$ cat config.mk
export PLATFORM = sky130hd
export DESIGN_NAME = aes_round_ctrl_param
export DESIGN_NICKNAME = d
export VERILOG_FILES = /design/src/rtl/aes_pkg.sv /design/src/rtl/aes_pending_slot.sv /design/src/rtl/aes_round_ctrl_param.sv
export SDC_FILE = /design/constraint.sdc
export NUM_CORES = 1
export LEC_CHECK = 0
export CAP_MARGIN = 5
export CORE_UTILIZATION = 40
export DETAILED_ROUTE_END_ITERATION = 7
export GPL_TIMING_DRIVEN = 0
export MAX_ROUTING_LAYER = met4
export PLACE_DENSITY_LB_ADDON = 0.3
export SYNTH_ARGS = -nofsm -noshare
export SYNTH_HDL_FRONTEND = slang
export SYNTH_SLANG_ARGS = --single-unit
$ cat constraint.sdc
create_clock -name clk -period 6.3 [get_ports clk]
set_clock_uncertainty 0.05 [all_clocks]
set_input_delay 0.63 -clock clk [delete_from_list [all_inputs] [get_ports clk]]
set_output_delay 0.63 -clock clk [all_outputs]
set_load 0.02 [all_outputs]
$ cat src/rtl/aes_pkg.sv
// rtl/aes_pkg.sv - shared types and sizing helpers for the AES round controller family
package aes_pkg;

    typedef enum logic [1:0] {
        IDLE = 2'd0,
        INIT = 2'd1,
        RUN  = 2'd2,
        DONE = 2'd3
    } aes_state_e;

    // Round counter holds 0..14, phase counter holds 0..7
    localparam int ROUND_W = 4;
    localparam int PHASE_W = 3;

    // Number of full rounds for a given key length
    function automatic int aes_nr(input int key_bits);
        case (key_bits)
            192:     return 12;
            256:     return 14;
            default: return 10;
        endcase
    endfunction

endpackage

$ cat src/rtl/aes_pending_slot.sv
// rtl/aes_pending_slot.sv - one-entry block holding register with same-cycle pop and push
module aes_pending_slot (
    input  logic         clk,
    input  logic         kill_n,
    input  logic         push,
    input  logic [127:0] push_data,
    input  logic         pop,
    output logic         valid,
    output logic [127:0] data
);

    logic         valid_q;
    logic [127:0] data_q;

    // A push wins over a pop so the slot can free and refill in one cycle
    always_ff @(posedge clk) begin
        if (!kill_n) begin
            valid_q <= 1'b0;
            data_q  <= '0;
        end else if (push) begin
            valid_q <= 1'b1;
            data_q  <= push_data;
        end else if (pop) begin
            valid_q <= 1'b0;
        end
    end

    assign valid = valid_q;
    assign data  = data_q;

endmodule

$ cat src/rtl/aes_round_ctrl_param.sv
// rtl/aes_round_ctrl_param.sv - parametrised AES round scheduler with optional pending block
module aes_round_ctrl_param
    import aes_pkg::*;
#(
    parameter int KEY_BITS      = 128,
    parameter int CYC_PER_ROUND = 3,
    parameter int QUEUE_EN      = 1
) (
    input  logic         clk,
    input  logic         kill_n,
    input  logic         in_en,
    input  logic [127:0] in_data,
    output logic [127:0] core_data,
    output logic         start,
    output logic         en_mixcol,
    output logic [3:0]   round_idx,
    output logic         key_ready,
    output logic         idle,
    output logic         out_en,
    output logic         in_en_collision_irq_pulse
);

    localparam logic [ROUND_W-1:0] NR_L    = ROUND_W'(aes_nr(KEY_BITS));
    localparam logic [PHASE_W-1:0] PH_LAST = PHASE_W'(CYC_PER_ROUND - 1);
    localparam logic               QEN     = (QUEUE_EN != 0);

    aes_state_e         state_q, state_d;
    logic [ROUND_W-1:0] round_q, round_d;
    logic [PHASE_W-1:0] phase_q, phase_d;
    logic [127:0]       core_q, core_d;
    logic               start_q, start_d;
    logic               mix_q, mix_d;
    logic [3:0]         ridx_q, ridx_d;
    logic               krdy_q, krdy_d;
    logic               idle_q, idle_d;
    logic               oen_q, oen_d;
    logic               irq_q, irq_d;

    logic               busy, consumed, push, pop;
    logic               slot_valid;
    logic [127:0]       slot_data;

    aes_pending_slot u_slot (
        .clk       (clk),
        .kill_n    (kill_n),
        .push      (push),
        .push_data (in_data),
        .pop       (pop),
        .valid     (slot_valid),
        .data      (slot_data)
    );

    // Next state plus next values of every registered output
    always_comb begin
        state_d  = state_q;
        round_d  = round_q;
        phase_d  = phase_q;
        core_d   = core_q;
        start_d  = 1'b0;
        oen_d    = 1'b0;
        irq_d    = 1'b0;
        push     = 1'b0;
        pop      = 1'b0;
        consumed = 1'b0;
        busy     = 1'b0;

        case (state_q)
            INIT: begin
                busy    = 1'b1;
                state_d = RUN;
                round_d = ROUND_W'(1);
                phase_d = '0;
            end
            RUN: begin
                busy = 1'b1;
                if (phase_q == PH_LAST) begin
                    if (round_q == NR_L) begin
                        // Next block launches in the DONE cycle; a block arriving
                        // now with an empty slot goes straight to the datapath
                        state_d = DONE;
                        oen_d   = 1'b1;
                        if (slot_valid) begin
                            pop     = 1'b1;
                            start_d = 1'b1;
                            core_d  = slot_data;
                        end else if (QEN && in_en) begin
                            consumed = 1'b1;
                            start_d  = 1'b1;
                            core_d   = in_data;
                        end
                    end else begin
                        round_d = round_q + ROUND_W'(1);
                        phase_d = '0;
                    end
                end else begin
                    phase_d = phase_q + PHASE_W'(1);
                end
            end
            DONE: begin
                if (start_q) begin
                    busy    = 1'b1;
                    state_d = RUN;
                    round_d = ROUND_W'(1);
                    phase_d = '0;
                end else begin
                    state_d = IDLE;
                end
            end
            default: state_d = IDLE;
        endcase

        if (!busy && in_en) begin
            state_d = INIT;
            core_d  = in_data;
            start_d = 1'b1;
            round_d = '0;
            phase_d = '0;
        end

        if (busy && in_en && !consumed) begin
            if (QEN && !slot_valid) push = 1'b1;
            else                    irq_d = 1'b1;
        end

        krdy_d = start_d || (state_d == RUN && phase_d == PH_LAST && round_d < NR_L);
        mix_d  = (state_d == RUN) && (round_d < NR_L);
        case (state_d)
            RUN:     ridx_d = round_d;
            DONE:    ridx_d = NR_L;
            default: ridx_d = '0;
        endcase
        idle_d = (state_d == IDLE) && !(push || (slot_valid && !pop));
    end

    // FSM, counters and output registers; kill_n aborts any block in flight
    always_ff @(posedge clk) begin
        if (!kill_n) begin
            state_q <= IDLE;
            round_q <= '0;
            phase_q <= '0;
            core_q  <= '0;
            start_q <= 1'b0;
            mix_q   <= 1'b0;
            ridx_q  <= '0;
            krdy_q  <= 1'b0;
            idle_q  <= 1'b1;
            oen_q   <= 1'b0;
            irq_q   <= 1'b0;
        end else begin
            state_q <= state_d;
            round_q <= round_d;
            phase_q <= phase_d;
            core_q  <= core_d;
            start_q <= start_d;
            mix_q   <= mix_d;
            ridx_q  <= ridx_d;
            krdy_q  <= krdy_d;
            idle_q  <= idle_d;
            oen_q   <= oen_d;
            irq_q   <= irq_d;
        end
    end

    assign core_data                 = core_q;
    assign start                     = start_q;
    assign en_mixcol                 = mix_q;
    assign round_idx                 = ridx_q;
    assign key_ready                 = krdy_q;
    assign idle                      = idle_q;
    assign out_en                    = oen_q;
    assign in_en_collision_irq_pulse = irq_q;

endmodule

==> results of run 1 <==
[state kept, by name (all words and copies together) (netlist names)]
name                       cells
core_data                    128
u_slot.data                  128
round_idx                      4
round_q                        4
phase_q                        3
state_q                        2
en_mixcol                      1
idle                           1
in_en_collision_irq_pulse      1
key_ready                      1
out_en                         1
start                          1
u_slot.valid                   1
[metal layers]
metal	GRT usage [%]	vias up	part of all wire (%)
met2	34.6	298	46
li1	-	4855	-
met4	7.17	0	2.5
met5	-	-	0
met1	28.3	4540	45
met3	4.00	58	6.6
[cell families after synthesis]
| kind of cell | synth area share (%) |
|---|---|
| and+or+nand+nor | 15.1 |
| AOI/OAI and AO/OA | 18.6 |
| DFF | 48.8 |
| muxes | 11.5 |
| buffers and inverters | 4.95 |
| adders and majority gates | 0.994 |
[synthesized netlist by cell type (2+ instances only)]
library cell	number	area, um^2
sky130_fd_sc_hd__a211oi_2	58	726
sky130_fd_sc_hd__nor2b_1	5	31.3
sky130_fd_sc_hd__o21a_1	2	15.0
sky130_fd_sc_hd__clkbuf_1	28	105
sky130_fd_sc_hd__a211oi_1	71	533
sky130_fd_sc_hd__mux2i_1	130	1300
sky130_fd_sc_hd__nor2_1	141	529
sky130_fd_sc_hd__nand2_1	258	968
sky130_fd_sc_hd__nand3b_1	2	15.0
sky130_fd_sc_hd__o2bb2ai_1	3	26.3
sky130_fd_sc_hd__or3_1	2	12.5
sky130_fd_sc_hd__inv_1	6	22.5
sky130_fd_sc_hd__a21oi_1	136	681
sky130_fd_sc_hd__nand4_1	2	12.5
sky130_fd_sc_hd__and3_1	3	18.8
sky130_fd_sc_hd__and2_1	7	43.8
sky130_fd_sc_hd__o21ai_0	5	25.0
sky130_fd_sc_hd__buf_4	10	75.1
sky130_fd_sc_hd__nand2b_1	2	12.5
sky130_fd_sc_hd__dfxtp_1	276	5530
sky130_fd_sc_hd__ha_1	9	113
sky130_fd_sc_hd__nor3_1	2	10.0
sky130_fd_sc_hd__buf_6	7	78.8
sky130_fd_sc_hd__buf_2	55	275
[area by class of cell]
cell class | count | area [um^2]
diodes | 2 | 5.00
inverters | 7 | 26.3
repair buffers | 268 | 2680
flip-flops and latches | 276 | 5530
plain buffers | 100 | 534
clock inverters | 10 | 179
clock buffers | 45 | 918
well taps | 378 | 473
multi-input cells | 855 | 5240
fillers | 2515 | 12200
[where the power goes]
part | switching [W] | internal (W) | total, W
clock network | 0.000705 | 0.00120 | 0.00191
logic | 0.000346 | 0.000306 | 0.000652
registers | 0.0000496 | 0.00184 | 0.00189
[cells in the final DEF, fill, tap and decap left out, drive strengths merged, types with 7 or more instances in the layout]
cell | synthesis | layout
dfxtp | 276 | 276
clkdlybuf4s50 | 0 | 268
nand2 | 258 | 258
nor2 | 141 | 141
a21oi | 137 | 137
mux2i | 130 | 130
a211oi | 129 | 129
clkbuf | 28 | 73
buf | 72 | 72
ha | 9 | 9
and2 | 7 | 7
[per-stage QoR]
step	setup WS, ns	power (W)	cells
floorplan	4.26	0.00225	1238
global placement	3.35	0.00257	1884
detailed placement	3.30	0.00258	1884
CTS	3.68	0.00449	1939
global route	3.49	0.00461	1941
finish	3.64	0.00445	1941
[final timing paths]
check,startpoint,cells past startpoint,endpoint
hold / removal,u_slot.data[112]$_SDFFE_PN0P_,2,u_slot.data[112]$_SDFFE_PN0P_
hold reg to reg,u_slot.data[112]$_SDFFE_PN0P_,2,u_slot.data[112]$_SDFFE_PN0P_
setup / recovery,state_q[0]$_SDFF_PN0_,9,core_data[11]$_SDFFE_PN0P_
setup reg to reg,state_q[0]$_SDFF_PN0_,9,core_data[11]$_SDFFE_PN0P_
[worst max-delay path, stage by stage (launching register included)]
cell                       delay [ns]
sky130_fd_sc_hd__dfxtp_1         0.42
sky130_fd_sc_hd__inv_1           0.11
sky130_fd_sc_hd__ha_1            0.32
sky130_fd_sc_hd__a21oi_1         0.16
sky130_fd_sc_hd__o21ai_0         0.20
sky130_fd_sc_hd__nand2_1         0.15
sky130_fd_sc_hd__buf_2           0.33
sky130_fd_sc_hd__buf_2           0.40
sky130_fd_sc_hd__mux2i_1         0.27
sky130_fd_sc_hd__a211oi_2        0.10
==> impl_metrics.csv, run 1 <==
group,metric,value,unit
clock_tree,holdBufCountCts,0,
logic_synthesis,synth_enable_flop_cells,0,
sta,relSlewSlack,47.6,%
clock_tree,clkLatencyLatePin,0.54,ns
sta,number_of_slew_limit_violations_in_the_final_report,0,
clock_tree,cts.reportedPaths.clkPinSlew,0.06,ns
sta,grt_setup_unrepaired,"no",
grt,leftover_overflow_at_the_end_of_global_routing,0,
logic_synthesis,synthesis.nets,1378,
final_layout,finalNetCount,1678,
worst_setup_path,path_class,"flip-flop to flip-flop",
sta,max_freq,376,MHz
logic_synthesis,yosysWarningCount,0,
sta,worst_slew_pin_slew,0.786,ns
pwr,power.density_cell_area,285,mW/mm^2
floorplanning,die_w,170,um
sta,final.setup.tns,0,ns
sta,final-hold-violation-count,0,
grt,global_route.usage.total,21.9,%
floorplanning,ios,269,
clock_tree,tritoncts,"done",
drt,via_count,9751,
logic_synthesis,average_instance_area_after_synthesis,9.15,um^2
clock_tree,cts.htree.levels,1,
logic_synthesis,synthFlopType,"sky130_fd_sc_hd__dfxtp_1",
sta,finalSetupViolCount,0,
worst_setup_path,critical_path_required,6.64,ns
drt,routed_via_density,5.02,
drt,postRouteAntennaNets,0,
worst_setup_path,timing.critical_path.arrival,3.00,ns
run_status,run_status,"finished clean",
final_layout,layout_cells_sized_above_1,11.8,%
floorplanning,design.die.area,0.0290,mm^2
floorplanning,design.core.area,0.0278,mm^2
worst_setup_path,worst_setup_path_start_kind,"flip-flop",
clock_tree,postCtsSetupBuffers,0,
grt,grt_pass1_wl,49400,um
logic_synthesis,postSynth.asyncResetShare,0,%
floorplanning,row_count,61,
pwr,p_leak,6.45,nW
floorplanning,chipHeight,170,um
min_path,min_path_type,"flip-flop to flip-flop",
drt,drc,0,
grt,antenna_found_initial,2,
logic_synthesis,post_synth_inst_count,1238,
worst_setup_path,crit_path_end_kind,"flip-flop",
sta,min_cycle_time_layout,2.66,ns
clock_tree,cts_max_path_buffers,3,
placement,area_post_placement,0.0145,mm^2
grt,grt_pass1_vias,9382,
worst_setup_path,worst-path-max-fanout,10,
sta,holdWs,0.401,ns
logic_synthesis,synth_seq_cells,276,
final_layout,area.growth.synth_to_final,37.6,%
logic_synthesis,synth.lib_cells_used.distinct,42,
final_layout,final_cell_area,0.0156,mm^2
floorplanning,start_util,40.8,%
placement,dp_hpwl,22400,um
worst_setup_path,timing.reg2reg.setup_slack,3.64,ns
placement,port_buffers,268,
drt,detailedRoute.firstPassIterationCount,7,
drt,drt_first_iter_violations,603,
pwr,vdd_drop_max,156,uV
drt,postRouteWirelength,31800,um
run,drv.max_cap_violation_count,0,
logic_synthesis,syn_area,0.0113,mm^2
grt,largest_net_degree_at_the_start_of_global_routing,15,
clock_tree,cts_root_buf,"sky130_fd_sc_hd__clkbuf_16",
clock_tree,post_cts_resize_count,0,
final_layout,post-route-util,56.1,%
placement,routabilityCongestion,0.863,
drt,routed_wire_length_per_instance,16.4,um
clock_tree,cts_inserted_buffers,30,
logic_synthesis,synth.yosys.seq_area_share,48.8,%
sta,layout_worst_path_cycle_share,42.2,%
clock_tree,clkSinkCount,276,
(Power assumes the default switching activity.)
==> run 2, diff against run 1 <==
==> constraint.sdc (replaced) <==
create_clock -name clk -period 2.4 [get_ports clk]
set_clock_uncertainty 0.05 [all_clocks]
set_input_delay 0.24 -clock clk [delete_from_list [all_inputs] [get_ports clk]]
set_output_delay 0.24 -clock clk [all_outputs]
set_load 0.02 [all_outputs]
==> run 2 against run 1 <==
Clock power increased to 2.6 times the previous value. Combinational power increased to 2.7 times the previous value. Clock-buffer cell count unchanged. Utilization increased by 0.64 points. Critical endpoint is now u_slot.data[92]$_SDFFE_PN0P_. Flip-flop and latch count unchanged. Global-route usage about the same.
==> impl_metrics.csv, run 2 (synthesis results as in run 1) <==
group,metric,value,unit
run_status,run_status,"finished clean",
clock_tree,cts_root_buf,"sky130_fd_sc_hd__clkbuf_16",
worst_setup_path,critical_path_required,2.81,ns
worst_setup_path,critPathLaunch,"phase_q[0]$_SDFF_PN0_",
drt,routed_wire_length_per_instance,16.4,um
placement,place_worst_setup_slack,-0.206,ns
drt,via_count,9840,
placement,port_buffers,268,
sta,postLayoutSetupSlackWorst,0.151,ns
worst_setup_path,path_class,"flip-flop to flip-flop",
worst_setup_path,cp_cell_sequence,"inv_1 > ha_1 > nor2b_1 > clkbuf_4 > nand3_2 > and4b_1 > buf_6 > buf_2 > nand2_1 > a21oi_1",
clock_tree,cts.htree.levels,1,
worst_setup_path,path_delay_family,"buffers and inverters",
floorplanning,chipHeight,170,um
sta,min_cycle_time_layout,2.25,ns
floorplanning,ios,269,
drt,detailedRoute.firstPassIterationCount,5,
clock_tree,cts_inserted_buffers,30,
final_layout,post-route-util,56.7,%
worst_setup_path,cp_num_buf_inv,4,
grt,global_route.usage.total,21.9,%
sta,grt_setup_unrepaired,"no",
final_layout,layout_common_cells,"sky130_fd_sc_hd__dfxtp_1, sky130_fd_sc_hd__clkdlybuf4s50_1, sky130_fd_sc_hd__nand2_1",
floorplanning,start_util,40.8,%
sta,max_freq,445,MHz
worst_setup_path,worst-path-max-fanout,10,
final_layout,layout_cells_sized_above_1,12.2,%
min_path,hold_path_startpoint,"in_data[82]",
worst_setup_path,timing.critical_path.arrival,2.66,ns
floorplanning,row_count,61,
floorplanning,design.core.area,0.0278,mm^2
worst_setup_path,cpMaxStageDelayCell,"sky130_fd_sc_hd__dfxtp_1",
grt,grt_pass1_vias,9413,
floorplanning,design.die.area,0.0290,mm^2
floorplanning,die_w,170,um
pwr,power.density_cell_area,743,mW/mm^2
drt,postRouteAntennaNets,0,
sta,number_of_slew_limit_violations_in_the_final_report,0,
final_layout,finalNetCount,1679,
grt,largest_net_degree_at_the_start_of_global_routing,15,
final_layout,final_common_cell,"sky130_fd_sc_hd__dfxtp_1",
grt,grt_pass1_wl,49500,um
pwr,vdd_drop_max,412,uV
clock_tree,cts.reportedPaths.clkPinSlew,0.06,ns
min_path,min_path_type,"input pin to flip-flop",
placement,placedCellCount,1884,
drt,drc,0,
run,drv.max_cap_violation_count,0,
clock_tree,clkSinkCount,276,
sta,final.setup.tns,0,ns
clock_tree,clkLatencyLatePin,0.54,ns
pwr,post_layout_power,0.0117,W
worst_setup_path,critPathMaxStageDelay,0.36,ns
drt,drt_first_iter_violations,496,
worst_setup_path,worst_setup_path_start_kind,"flip-flop",
drt,postRouteWirelength,31900,um
worst_setup_path,crit_path_end_kind,"flip-flop",
final_layout,fin_cells,1942,
pwr,p_leak,6.52,nW
grt,leftover_overflow_at_the_end_of_global_routing,0,
worst_setup_path,r2r_start,"phase_q[0]$_SDFF_PN0_",
sta,finalSetupViolCount,0,
sta,worst_slew_pin_slew,0.790,ns
clock_tree,cts_max_path_buffers,3,
sta,relSlewSlack,47.3,%
final_layout,area.growth.synth_to_final,39.2,%
sta,final-hold-violation-count,0,
grt,antenna_found_initial,2,
clock_tree,tritoncts,"done",
drt,routed_via_density,5.07,
sta,layout_worst_path_cycle_share,93.7,%
placement,routabilityCongestion,0.863,
placement,dp_hpwl,22400,um
## run 2: cell type report
type / instances / area, um^2
diodes: 2 / 5.00
inverters: 7 / 26.3
plain buffers: 100 / 687
flip-flops and latches: 276 / 5530
clock buffers: 45 / 918
well taps: 378 / 473
fillers: 2521 / 12000
repair buffers: 269 / 2690
clock inverters: 10 / 179
multi-input cells: 855 / 5250
## run 2: metrics by stage
stage,cell area [um^2],hold slack (ns)
finish,15800,0.224
detailed placement,14500,0.396
floorplan,11300,0.326
global route,15800,0.211
CTS,15600,0.199
global placement,14500,0.391
## run 2: tightest hold or removal path, delay by kind of cell
| kind | cells | cell delay [ns] |
|---|---|---|
| buffers and inverters | 1 | 0.41 |
| and+or+nand+nor | 1 | 0.06 |
| AOI/OAI and AO/OA | 1 | 0.05 |
## run 2: path summary, 6_finish.rpt
path	depth (start not counted)	end	slack [ns]
max reg2reg	10	u_slot.data[92]$_SDFFE_PN0P_	0.15
min reg2reg	2	u_slot.data[112]$_SDFFE_PN0P_	0.40
max	10	u_slot.data[92]$_SDFFE_PN0P_	0.15
min	3	u_slot.data[82]$_SDFFE_PN0P_	0.22
## run 2: where the power goes
| group | total, W | switching (W) | internal (W) |
|---|---|---|---|
| logic | 0.00174 | 0.000915 | 0.000822 |
| registers | 0.00495 | 0.000131 | 0.00482 |
| clock network | 0.00502 | 0.00186 | 0.00316 |
## run 2: layer usage
metal  wire length, um  global-route usage, %  up-vias
li1                  -                      -     4865
met1             14400                   28.2     4601
met2             14600                   34.8      307
met3              2040                   4.00       67
met4               866                   7.17        0
met5                 0                      -        -
## run 2: repair_timing
action | in CTS | in global routing
buffers inserted | 0 | 1
pin swaps | 0 | 0
endpoints found under the setup margin | 210 | 238
resized for setup | 16 | 43
hold endpoints to repair | 0 | 0
hold buffers | 0 | 0
